==> src/rtl/uop_pkg.sv <==
// Shared constants and helpers for the microcode sequencer (uop_sequencer, uop_ir).
package uop_pkg;

  localparam int unsigned OPCODE_W = 8;
  localparam int unsigned T_W      = 3;
  localparam int unsigned UWORD_W  = 16;
  localparam int unsigned END_BIT  = UWORD_W - 1;

  typedef logic [UWORD_W-1:0] uword_t;

  // Fixed fetch control words: T0 = PC->AR, T1 = MEM->IR bus drive + PC++
  localparam uword_t FETCH0 = 16'h0000;
  localparam uword_t FETCH1 = 16'h4102;

  typedef enum logic [1:0] {
    SEL_FETCH0,
    SEL_FETCH1,
    SEL_ROM
  } word_sel_e;

  function automatic logic is_fetch(input logic [T_W-1:0] t);
    return (t == '0) || (t == T_W'(1));
  endfunction

  function automatic word_sel_e word_sel(input logic [T_W-1:0] t);
    if (t == '0)        return SEL_FETCH0;
    if (t == T_W'(1))   return SEL_FETCH1;
    return SEL_ROM;
  endfunction

endpackage

==> src/rtl/uop_ir.sv <==
// Instruction register with load enable; src forwards the incoming opcode while loading.
module uop_ir #(
  parameter int unsigned OPCODE_W = uop_pkg::OPCODE_W
) (
  input  logic                clk,
  input  logic                rst,
  input  logic                load,
  input  logic [OPCODE_W-1:0] d,
  output logic [OPCODE_W-1:0] q,
  output logic [OPCODE_W-1:0] src
);

  logic [OPCODE_W-1:0] opcode_q;
  logic [OPCODE_W-1:0] opcode_d;

  always_comb begin
    opcode_d = opcode_q;
    if (load) opcode_d = d;
  end

  always_ff @(posedge clk or posedge rst) begin
    if (rst) opcode_q <= '0;
    else     opcode_q <= opcode_d;
  end

  assign q   = opcode_q;
  assign src = opcode_d;

endmodule

==> src/rtl/uop_sequencer.sv <==
// Microcode sequencer: IR, ROM address {opcode, T}, registered control word, END -> t_reset.
// Optional runaway watchdog on `UOP_WATCHDOG_EN (fault tied 0 when undefined).
module uop_sequencer #(
  parameter int unsigned OPCODE_W = uop_pkg::OPCODE_W,
  parameter int unsigned T_W      = uop_pkg::T_W,
  parameter int unsigned UWORD_W  = uop_pkg::UWORD_W
) (
  input  logic                    clk,
  input  logic                    reset,
  input  logic [T_W-1:0]          T,
  input  logic [15:0]             bus_in,
  input  logic [UWORD_W-1:0]      rom_data,
  output logic [OPCODE_W+T_W-1:0] rom_addr,
  output logic [UWORD_W-1:0]      uinstr,
  output logic [OPCODE_W-1:0]     opcode,
  output logic                    t_reset,
  output logic                    fault
);

  import uop_pkg::*;

  logic [UWORD_W-1:0]  uinstr_q;
  logic [UWORD_W-1:0]  uinstr_d;
  logic                ir_load;
  logic [OPCODE_W-1:0] opcode_src;
  logic                bus_unused;

  assign ir_load    = (uinstr_q == UWORD_W'(FETCH1));
  assign bus_unused = ^bus_in[15-OPCODE_W:0];

  uop_ir #(.OPCODE_W(OPCODE_W)) u_ir (
    .clk  (clk),
    .rst  (reset),
    .load (ir_load),
    .d    (bus_in[15 -: OPCODE_W]),
    .q    (opcode),
    .src  (opcode_src)
  );

  assign rom_addr = {opcode_src, T};
  assign t_reset  = uinstr_q[END_BIT] & ~is_fetch(T);
  assign uinstr   = uinstr_q;

  always_comb begin
    uinstr_d = rom_data;
    unique case (word_sel(T))
      SEL_FETCH0: uinstr_d = UWORD_W'(FETCH0);
      SEL_FETCH1: uinstr_d = UWORD_W'(FETCH1);
      SEL_ROM:    uinstr_d = rom_data;
    endcase
  end

  always_ff @(posedge clk or posedge reset) begin
    if (reset) uinstr_q <= '0;
    else       uinstr_q <= uinstr_d;
  end

`ifdef UOP_WATCHDOG_EN
  logic           end_seen_q;
  logic           end_seen_d;
  logic [T_W-1:0] prev_t_q;
  logic           fault_q;
  logic           fault_d;

  // t_reset has normally dropped by the next posedge (counter clears on negedge),
  // so END is also captured from the word being registered.
  always_comb begin
    end_seen_d = end_seen_q | t_reset | (rom_data[END_BIT] & ~is_fetch(T));
    if (T == '0) end_seen_d = 1'b0;
    fault_d = fault_q | ((prev_t_q == '1) && (T == '0) && !end_seen_q);
  end

  always_ff @(posedge clk or posedge reset) begin
    if (reset) begin
      end_seen_q <= 1'b0;
      prev_t_q   <= '0;
      fault_q    <= 1'b0;
    end else begin
      end_seen_q <= end_seen_d;
      prev_t_q   <= T;
      fault_q    <= fault_d;
    end
  end

  assign fault = fault_q;
`else
  assign fault = 1'b0;
`endif

endmodule

==> config.mk <==
export PLATFORM = sky130hd
export DESIGN_NAME = uop_sequencer
export DESIGN_NICKNAME = d
export VERILOG_FILES = /design/src/rtl/uop_pkg.sv /design/src/rtl/uop_ir.sv /design/src/rtl/uop_sequencer.sv
export SDC_FILE = /design/constraint.sdc
export NUM_CORES = 1
export LEC_CHECK = 0
export BUFFER_PORTS_ARGS = -buffer_cell sky130_fd_sc_hd__buf_4
export CORE_UTILIZATION = 41
export CTS_CLUSTER_SIZE = 40
export DETAILED_ROUTE_END_ITERATION = 6
export PLACE_DENSITY = 0.83
export SYNTH_ARGS = -nofsm -noshare
export SYNTH_HDL_FRONTEND = slang
export SYNTH_SLANG_ARGS = --single-unit
==> constraint.sdc <==
create_clock -name clk -period 2.5 [get_ports clk]
set_clock_uncertainty 0.05 [all_clocks]
set_input_delay 0.625 -clock clk [delete_from_list [all_inputs] [get_ports clk]]
set_output_delay 0.625 -clock clk [all_outputs]
set_load 0.03 [all_outputs]
======== Word-level counts from Yosys, hierarchy flattened ========
Index checks and enable logic that the tools add are counted.
operators by class
  reduce and logical (&&, ||, !) cells .... 3
  equal/unequal tests ..................... 4
  mux-type cells .......................... 9
  bitwise logic cells ..................... 2
operators with widths
  operator                                                                  number
  16-bit case mux with 3 select lines                                       1
  16-bit by 15-bit equality test with 1-bit output (second input constant)  1
  2-bit two-way mux                                                         4
  8-bit two-way mux                                                         1
  3-bit by 1-bit equality test with 1-bit output (second input constant)    1
  3-bit zero test                                                           1
  1-bit two-way mux                                                         3
  2-bit by 1-bit equality test with 1-bit output (second input constant)    1
  2-bit equality test (second input constant)                               1
  2-bit zero test                                                           1
  1-bit bitwise AND                                                         1
  1-bit logical OR                                                          1
  1-bit NOT                                                                 1
storage, ports and cells
  register bits ........................... 24
  input bits .............................. 37
  word-level logic and storage cells ...... 20
  output and inout port bits .............. 37

======== Depth between registers and ports, before layout ========
  depth after elaboration ................. 7
  mapped depth ............................ 4
  mapped depth without buffers ............ 3

======== Cells and area by module ========
From an unflattened synthesis, not the netlist that was laid out.
unflattened totals
  cell total of the unflattened synthesis .. 64
  area total of the unflattened synthesis .. 953.4 um2
by module, submodules not included
  module         cells each  times used  seq. area each (um2)  area an instance (um2)
  uop_sequencer  46          1           400.4                 618.1
  uop_ir         18          1           200.2                 335.3

======== Worst setup path after synthesis ========
No wires, ideal clock.
  kind .................................... register to output
  from .................................... register uinstr_q[6] (netlist: uinstr[6])
  to ...................................... output rom_addr[10]
  cell stages (with the launch flop) ...... 4
  data required time ...................... 1.825 ns
  arrival ................................. 1.433 ns
  slack ................................... 0.392 ns
  cell sequence ........................... dfrtp_1 -> nor4b_4 -> nand4_4 -> mux2_2
between the ends
  longest elaborated chain between the ends .. 2
ends and longest elaborated chain
  element                                           line                 RTL
  start: declaration                                uop_sequencer.sv:22  logic [UWORD_W-1:0] uinstr_q;
  start signal: assignment                          uop_sequencer.sv:55  else uinstr_q <= uinstr_d;
  16-bit by 15-bit equality test with 1-bit output  uop_sequencer.sv:28  assign ir_load = (uinstr_q == UWORD_W'(FETCH1));
  8-bit two-way mux                                 uop_ir.sv:18         if (load) opcode_d = d;
  end: declaration                                  uop_sequencer.sv:13  output logic [OPCODE_W+T_W-1:0] rom_addr,
No other way between the ends.

======== Worst setup path in the final report ========
  from .................................... register uinstr_q[10] (netlist: uinstr[10])
  to ...................................... output rom_addr[6]
The elaborated chain is that of the path after synthesis.

==> run_results.csv <==
group,metric,value,unit
yosys,synthTopCellsByArea,"dfrtp_1, nor2b_1, mux2_2, nor4_4, buf_4",
die,initial_core_util,0.4327,
yosys,synth-warning-count,0,
clock_network,worstSkewPairLatency,310,ps
die,die_x,50.32,um
run,cap_violations,0,
worst_setup_path,r2r_cells,3,
sta,rsz0062_at_grt,"true",
placement,place_area,1446,sq um
yosys,synth_area_leader_cell,"dfrtp_1",
clock_network,cts_tree,"yes",
sta,fin_crit_sh,0.9957,
worst_setup_path,required,1820,ps
worst_setup_path,cp-start-kind,"flop",
sta,setup_ws,10.65,ps
sta,slew_viol_final,0,
worst_setup_path,crit_arrival,1810,ps
layout,area_delta_synth_final,56.99,%
global_routing,grt_pass1_vias,717,
sta,worstMarginPinSlew,852.6,ps
worst_setup_path,criticalPathCategory,"reg -> out",
worst_setup_path,reg2reg_from,"uinstr[10]",
global_routing,grt_max_degree,25,
die,dieArea,2532,sq um
layout,final_common_cell,"buf_4",
route,first_pass_iters,4,
worst_setup_path,reg2reg_to,"u_ir.q[2]",
placement,dp_slack,325.5,ps
layout,drive_gt1_frac,0.6308,
pwr,p_leak,0.0007637,uW
run_status,status,"complete, no violations",
route,via_per_inst,4.595,
die,io_pins,74,
sta,finalHoldViolations,0,
yosys,syn_area,957.2,sq um
layout,multi_input_area,319.1,sq um
yosys,synthCells,66,
global_routing,grt_first_pass_wirelength,3063,um
sta,period_needed,2489,ps
clock_network,numCtsBuffers,3,
layout,utilization,0.6793,
clock_network,hold_buffers,0,
route,wl_per_cell,12.35,um
yosys,seq_area_frac_synth,0.6275,
sta,max_slew_margin,0.4310,
worst_setup_path,path_max_fanout,8,
clock_network,path_clk_slew,130,ps
clock_network,cts_root_buf,"clkbuf_4",
die,fp-row-count,17,
worst_setup_path,endpoint_kind,"output pin",
yosys,synth_fp_nets,103,
min_path,min_path_type,"in -> async",
placement,globalplace.congestion,0.7289,
yosys,ys_types,15,
route,drc_errors,0,
layout,antenna-diode-count,0,
die,coreArea,2212,sq um
die,dieHeight,50.32,um
sta,fmaxAchievable,401.7,MHz
yosys,synth_seq_cells,24,
sta,final-setup-viol-count,0,
pwr,peakVddDrop,0.0004222,V
route,ant_nets,0,
sta,hold_slack,425.2,ps
pwr,total_power,909.8,uW
layout,seq_area,600.6,sq um
clock_network,cts_num_sinks,24,
layout,nets,168,
layout,stdcell_area,1503,sq um
placement,portBuffers,64,
yosys,syn_area_per_cell,14.50,sq um
route,drt-total-wl,1952,um
clock_network,clk_path_buf_depth,2,
layout,final_cell_mix,"buf_4, dfrtp_1, nor2b_1",
yosys,synth_top_area_frac,0.6275,
global_routing,grt-ovfl-total,0,
global_routing,grt_use_total,0.1656,
clock_network,htreeDepth,1,
route,dr_total_vias,726,
route,dr.first_iter.drc_count,4,
worst_setup_path,reg2reg_slack,1000,ps
global_routing,grt_antenna_before_repair,0,
layout,fill_cells,180,
pwr,p_per_area,605.4,nW/um^2
## layer usage
metal | vias to the layer above | global-route usage | part of all wire
met2 | 42 | 0.3022 | 0.54
met3 | 4 | 0.05455 | 0.099
met5 | - | 0 | 0
met4 | 0 | 0.07407 | 0.014
li1 | 341 | - | -
met1 | 339 | 0.1693 | 0.35
## sequential cells by signal, summed over array words and instances, names as in the netlist
signal	count
u_ir.q	8
uinstr	16
## critical path: stages, from the launching register on
cell and delay (ps):
dfrtp_1 430, nor4_4 330, nand4_4 230, mux2_2 350, buf_4 170
## synthesized netlist by cell type
cell type and n:
mux2_4 1, buf_4 4, conb_1 1, nand2_1 4, mux2_2 7, nand4_4 1, inv_1 1, nor4b_4 1
nor2b_1 14, dfrtp_1 24, and4bb_2 1, o21ai_0 3, nor4_4 2, clkbuf_1 1, nor2_1 1
## timing repair
action,in CTS,in global routing
endpoints found under the setup margin,8,8
resized for setup,1,0
pin swaps,2,1
setup buffers,0,0
## layout make-up
| type | instances | area share |
|---|---|---|
| Inverter | 1 | 0.002498 |
| Clock buffer | 3 | 0.01499 |
| Clock inverter | 1 | 0.01998 |
| Sequential cell | 24 | 0.3997 |
| Tap cell | 28 | 0.02331 |
| Timing Repair Buffer | 65 | 0.3272 |
| Multi-Input combinational cell | 36 | 0.2123 |
## report_power, final
part	total, uW	switching (uW)	internal [uW]
Sequential	431	18.8	412
Clock	273	111	162
Combinational	206	115	91.1
## stage by stage
stage / cells / setup TNS, ps
after global placement: 154 / 0
after detailed placement: 154 / 0
after CTS: 158 / -281.4
final: 158 / 0
after global routing: 158 / -732.7
after floorplan: 66 / 0
## worst max path at each step
stage / from / end / slack, ps / cells past startpoint
2_1_floorplan: uinstr[6] / rom_addr[10] / 390 / 3
4_1_cts: uinstr[10] / rom_addr[6] / -50 / 4
6_report: uinstr[10] / rom_addr[6] / 10 / 4
5_1_grt: uinstr[10] / rom_addr[6] / -110 / 4
3_5_place_dp: uinstr[5] / rom_addr[5] / 330 / 4
3_3_place_gp: uinstr[5] / rom_addr[5] / 340 / 4
## kinds of logic (layout without fill, tap and decap cells)
kind of cell,after synthesis,in the layout,synth area share
buffers and inverters,6,70,0.03921
multiplexers,8,8,0.09804
flip-flops,24,24,0.6275
AO/OA/AOI/OAI,3,3,0.01568
other,1,1,0.003918
AND/OR/NAND/NOR,24,24,0.2157
No activity file was read; power rests on OpenSTA's default activity.
